===== src/rtl/prog_mod_counter.sv =====
// prog_mod_counter: programmable-modulus up/down counter with synchronous
// clear, parallel load, enable and one-shot/periodic operation. The modulus
// is a runtime register (0 encodes 2^N), so a single instance can serve as a
// baud/tick generator, timer or cascaded prescaler.
// Optional feature: define PROG_MOD_COUNTER_WRAPCNT_EN to add the saturating
// wrap_cnt output that counts wrap events.
module prog_mod_counter #(
    parameter int N     = 8,
    parameter int M_RST = 10,
    parameter int WC_W  = 8
) (
    input  logic         clk,
    input  logic         reset,
    input  logic         en,
    input  logic         clr,
    input  logic         load,
    input  logic [N-1:0] load_val,
    input  logic         m_wr,
    input  logic [N-1:0] m_in,
    input  logic         up,
    input  logic         oneshot,
    output logic [N-1:0] q,
    output logic         max_tick,
    output logic         min_tick,
    output logic         wrap_tick,
    output logic         done
`ifdef PROG_MOD_COUNTER_WRAPCNT_EN
    ,
    output logic [WC_W-1:0] wrap_cnt
`endif
);

    // M_RST == 2^N truncates to 0, which is exactly the full-range encoding.
    localparam logic [N-1:0] M_RST_ENC = N'(M_RST);
    localparam logic [N-1:0] ONE       = N'(1);

    // Elaboration-time parameter sanity checks.
    if (N < 2 || N > 32) begin : g_bad_n
        $error("prog_mod_counter: N must be in 2..32");
    end
    if (M_RST < 1 || longint'(M_RST) > (longint'(1) << N)) begin : g_bad_mrst
        $error("prog_mod_counter: M_RST must be in 1..2^N");
    end
    if (WC_W < 1) begin : g_bad_wcw
        $error("prog_mod_counter: WC_W must be at least 1");
    end

    logic [N-1:0] count_q, count_d;
    logic [N-1:0] m_q, m_d;
    logic         done_q, done_d;
    logic [N-1:0] top;
    logic         at_term;
    logic         step_en;

    // Terminal value; m_q == 0 wraps to all-ones, giving the full 2^N range.
    assign top     = m_q - ONE;
    // Up uses >= so a shrunken modulus or an oversized load recovers at once.
    assign at_term = up ? (count_q >= top) : (count_q == '0);
    assign step_en = en & ~done_q;

    assign q         = count_q;
    assign done      = done_q;
    assign max_tick  = (count_q == top);
    assign min_tick  = (count_q == '0);
    // Held low while in reset so nothing downstream sees a spurious wrap.
    assign wrap_tick = ~reset & step_en & at_term;

    // Next-state decode: clear beats load beats a count step beats hold.
    always_comb begin
        count_d = count_q;
        done_d  = done_q;
        m_d     = m_wr ? m_in : m_q;
        if (clr) begin
            count_d = '0;
            done_d  = 1'b0;
        end else if (load) begin
            count_d = load_val;
            done_d  = 1'b0;
        end else if (step_en) begin
            if (up) begin
                count_d = at_term ? '0 : count_q + ONE;
            end else begin
                count_d = (count_q == '0 || count_q > top) ? top : count_q - ONE;
            end
            if (oneshot && at_term) begin
                done_d = 1'b1;
            end
        end
    end

    // State registers; reset restores count, modulus and the done flag.
    always_ff @(posedge clk or posedge reset) begin
        if (reset) begin
            count_q <= '0;
            m_q     <= M_RST_ENC;
            done_q  <= 1'b0;
        end else begin
            count_q <= count_d;
            m_q     <= m_d;
            done_q  <= done_d;
        end
    end

`ifdef PROG_MOD_COUNTER_WRAPCNT_EN
    localparam logic [WC_W-1:0] WC_ONE = WC_W'(1);

    logic [WC_W-1:0] wcnt_q, wcnt_d;

    // Saturating wrap counter; clr wins over a coincident wrap, load leaves it.
    always_comb begin
        wcnt_d = wcnt_q;
        if (clr) begin
            wcnt_d = '0;
        end else if (wrap_tick && (wcnt_q != '1)) begin
            wcnt_d = wcnt_q + WC_ONE;
        end
    end

    // Wrap counter register.
    always_ff @(posedge clk or posedge reset) begin
        if (reset) begin
            wcnt_q <= '0;
        end else begin
            wcnt_q <= wcnt_d;
        end
    end

    assign wrap_cnt = wcnt_q;
`endif

endmodule


===== config.mk =====
export PLATFORM = sky130hd
export DESIGN_NAME = prog_mod_counter
export DESIGN_NICKNAME = d
export VERILOG_FILES = /design/src/rtl/prog_mod_counter.sv
export SDC_FILE = /design/constraint.sdc
export NUM_CORES = 1
export LEC_CHECK = 0
export BUFFER_PORTS_ARGS = -buffer_cell sky130_fd_sc_hd__buf_4
export CAP_MARGIN = 0
export CORE_UTILIZATION = 25
export CTS_CLUSTER_SIZE = 30
export DETAILED_ROUTE_END_ITERATION = 16
export GPL_TIMING_DRIVEN = 0
export MAX_ROUTING_LAYER = met4
export SLEW_MARGIN = 25
export SYNTH_ARGS = -nofsm -noshare
export SYNTH_HDL_FRONTEND = slang
export SYNTH_SLANG_ARGS = --single-unit

===== constraint.sdc =====
create_clock -name clk -period 3.6 [get_ports clk]
set_input_delay 0.36 -clock clk [delete_from_list [all_inputs] [get_ports clk]]
set_output_delay 0.36 -clock clk [all_outputs]
set_load 0.1 [all_outputs]

==> impl_metrics.json <==
{
  "antenna_found_initial": 0,
  "hold_viol": 0,
  "drc_errors": 0,
  "utilization_pct": 34.7,
  "fp.coreArea_um2": 6030,
  "htreeDepth": 1,
  "diodes": 0,
  "pwr-share-comb_pct": 57.0,
  "syn_area_um2": 1590,
  "path_max_fanout": 6,
  "path_clk_slew_ps": 80,
  "placed_cells": 293,
  "cap_violations": 0,
  "yosys_warnings": 0,
  "finalCriticalPeriod_ps": 3440,
  "boundaryPins": 36,
  "rows": 28,
  "min_path_type": "input pin to asynchronous set/reset pin",
  "die_w_um": 81.8,
  "die_area_um2": 6690,
  "first_pass_iters": 4,
  "crit_cells": 10,
  "critPathCapture": "wrap_tick",
  "grt_pass1_wl_um": 7400,
  "insertion_delay_ps": 260,
  "synth_edf_count": 0,
  "cp.required_ps": 3240,
  "ys_top_cells_by_area": "dfrtp_1, ha_1, xnor2_1",
  "startpoint": "m_q[2]$_DFFE_PP0P_",
  "n_fill_cell": 663,
  "fin_crit_sh_pct": 95.6,
  "grt_pass1_vias": 1512,
  "max_stage_delay_ps": 550,
  "p_sw_uw": 445,
  "syn_to_final_growth_pct": 31.2,
  "reg2regPathDepth": 11,
  "yosys_register_bits": 17,
  "r2r_setup_slack_ps": 240,
  "clock_path_buffers": 2,
  "setup_viol": 0,
  "p_int_uw": 495,
  "postSynthNetCount": 221,
  "cp-start-kind": "flip-flop",
  "grt_max_degree": 18,
  "wirelength_um": 4580,
  "final_max_slew_viol_count": 0,
  "clock_skew_ps": 7.56,
  "async_flop_share_pct": 100,
  "die_h_um": 81.8,
  "gr-total-overflow": 0,
  "first_iter_violations": 60,
  "grt_usage_pct": 14.9,
  "yosysUniqueCellTypes": 49,
  "crit_family": "simple AND/OR/NAND/NOR gates",
  "syn_area_per_cell_um2": 8.61,
  "busiest_layer": "met2",
  "p_leak_uw": 0.000866,
  "drive_gt1_share_pct": 31.0,
  "p_clk_share_pct": 16.1,
  "syn_inst": 185,
  "groute.layer.met1.usage_pct": 20.2,
  "r2r-end": "q[3]$_DFFE_PP0P_",
  "layoutNonFillerInstCount": 301,
  "ir_drop_mv": 0.321,
  "dr_total_vias": 1558,
  "fmax_mhz": 291,
  "yosysSeqAreaShare_pct": 26.9,
  "avgViaCountPerCell": 5.18,
  "fin_nets": 263,
  "path_class": "flip-flop to output pin",
  "initial_utilization_pct": 26.4,
  "seq_power_share_pct": 26.9,
  "synth_top_area_cell": "dfrtp_1",
  "port_buffers": 33,
  "regToRegStartpoint": "m_q[2]$_DFFE_PP0P_",
  "final_antenna_net_count": 0,
  "rsz0062_at_grt": "false",
  "end_kind": "output pin",
  "grtUsageMet2_pct": 23.7,
  "status": "finished clean",
  "cts_tree": "built",
  "dp.final_hpwl_um": 3400,
  "grt.met3_usage_pct": 1.56,
  "synth_ff_type": "dfrtp_1",
  "crit_chain": "or4_4 -> nor4_4 -> xnor2_1 -> ha_1 -> nand4_1 -> and2_1 -> a41oi_4 -> nor2_2 -> nor4_4 -> buf_6",
  "max_slew_margin_pct": 52.6,
  "path_buf_inv": 1,
  "synth_top_area_share_pct": 23.6,
  "cpMostUsedCell": "nor4_4",
  "worstMarginPinSlew_ps": 710,
  "switching_share_pct": 47.4,
  "root_buffer": "clkbuf_8",
  "crit_slowest_cell": "or4_4",
  "place_congestion": 0.855,
  "cts_sinks": 17,
  "crit_arrival_ps": 3080,
  "power_density_nw_per_um2": 450,
  "wl_per_cell_um": 15.2,
  "cts-buffers-inserted": 3
}
-- cells in the mapped netlist, types with 2 or more instances --
library cell,n
o31ai_1,5
nor2b_1,2
ha_1,12
o21ai_0,6
nand4_1,3
dfrtp_1,15
a21oi_1,11
mux2i_1,3
buf_2,2
nor3_1,9
o21ai_1,2
a31oi_1,3
a211oi_1,2
xor2_1,4
nand2_1,15
and2_1,2
buf_6,2
or3_1,5
nor2_1,15
xnor2_1,11
dfstp_2,2
mux2_2,6
nor4_1,4
clkbuf_1,5
o2bb2ai_1,2
a221oi_1,3
o211ai_1,5
inv_1,8
-- layer usage --
layer / up-vias / routed length, um
met4: 0 / 45
li1: 771 / -
met2: 47 / 2230
met3: 4 / 211
met1: 736 / 2100
met5: - / 0
-- per-stage QoR --
stage	hold WS (ps)	setup TNS [ps]	setup slack, ps	area (um^2)	power [uW]
global route	294	0	0.868	2090	1000
detailed placement	519	-448	-414	1970	764
global placement	501	-429	-402	1970	760
CTS	267	0	128	2060	934
finish	237	0	158	2090	940
floorplan	285	-717	-717	1630	645
-- power groups by stage --
stage	Combinational [uW]	Clock (uW)	Sequential, uW
after floorplan	305	0	340
after global placement	506	0	254
after detailed placement	509	0	255
after CTS	529	153	251
after global routing	581	165	257
final	536	151	252
-- flip-flops by register name, summed over array words and instances (netlist names) --
signal and count:
done 1, q 8, m_q 8
-- logic make-up (layout without fill, tap and decap cells) --
family	after synthesis	count (layout)	share of synthesized area (%)
xor gates and xnor gates	15	15	8.25
and+or+nand+nor	64	64	21.6
muxes	11	11	7.78
buffers and inverters	18	59	5.34
adders and majority gates	12	12	9.43
AOI/OAI and AO/OA	48	48	20.7
DFF	17	17	26.9
-- worst register-to-register path, cell delays in order (launching register included) --
cell,delay (ps)
dfrtp_1,410
or4_4,550
nor4_4,230
xnor2_1,180
ha_1,290
a21oi_1,200
o21ai_2,170
o21a_1,200
or3_1,370
buf_6,140
a221o_1,320
a31oi_1,210
-- layout make-up --
| cell class | instances | area [um^2] | share of cell area (%) |
|---|---|---|---|
| sequential | 17 | 438 | 21.0 |
| clock buffer | 4 | 45.0 | 2.16 |
| buffer | 9 | 51.3 | 2.46 |
| timing repair buffer | 37 | 282 | 13.5 |
| inverter | 9 | 33.8 | 1.62 |
| multi-input combinational | 150 | 1150 | 54.9 |
| tap | 75 | 93.8 | 4.49 |
-- worst min-delay path by stage --
stage | startpoint | endpoint
2_1_floorplan | reset | done$_DFFE_PP0P_
3_3_place_gp | m_q[1]$_DFFE_PP1P_ | m_q[1]$_DFFE_PP1P_
3_5_place_dp | m_q[1]$_DFFE_PP1P_ | m_q[1]$_DFFE_PP1P_
4_1_cts | reset | done$_DFFE_PP0P_
5_1_grt | reset | q[2]$_DFFE_PP0P_
6_report | reset | done$_DFFE_PP0P_
-- placed cells by master, fill, tap and decap left out, drive strengths merged, types with 3 or more instances in the layout --
master	synthesis	layout
xnor2	11	11
or3	5	5
mux2	8	8
xor2	4	4
clkbuf	5	9
nor2	15	15
buf	4	41
inv	8	8
ha	12	12
o211ai	6	6
o31ai	5	5
o21ai	9	9
nand4	3	3
a21oi	11	11
a221oi	3	3
dfrtp	15	15
nor3	10	10
nand2	15	15
mux2i	3	3
a31oi	3	3
nor4	4	4
-- what timing repair did --
action	4_1_cts	5_1_grt
endpoints found under the setup margin	2	1
gates resized for setup	6	2
hold buffers	0	0
pin swaps	1	2
buffers inserted	2	2
(Power assumes the default switching activity.)
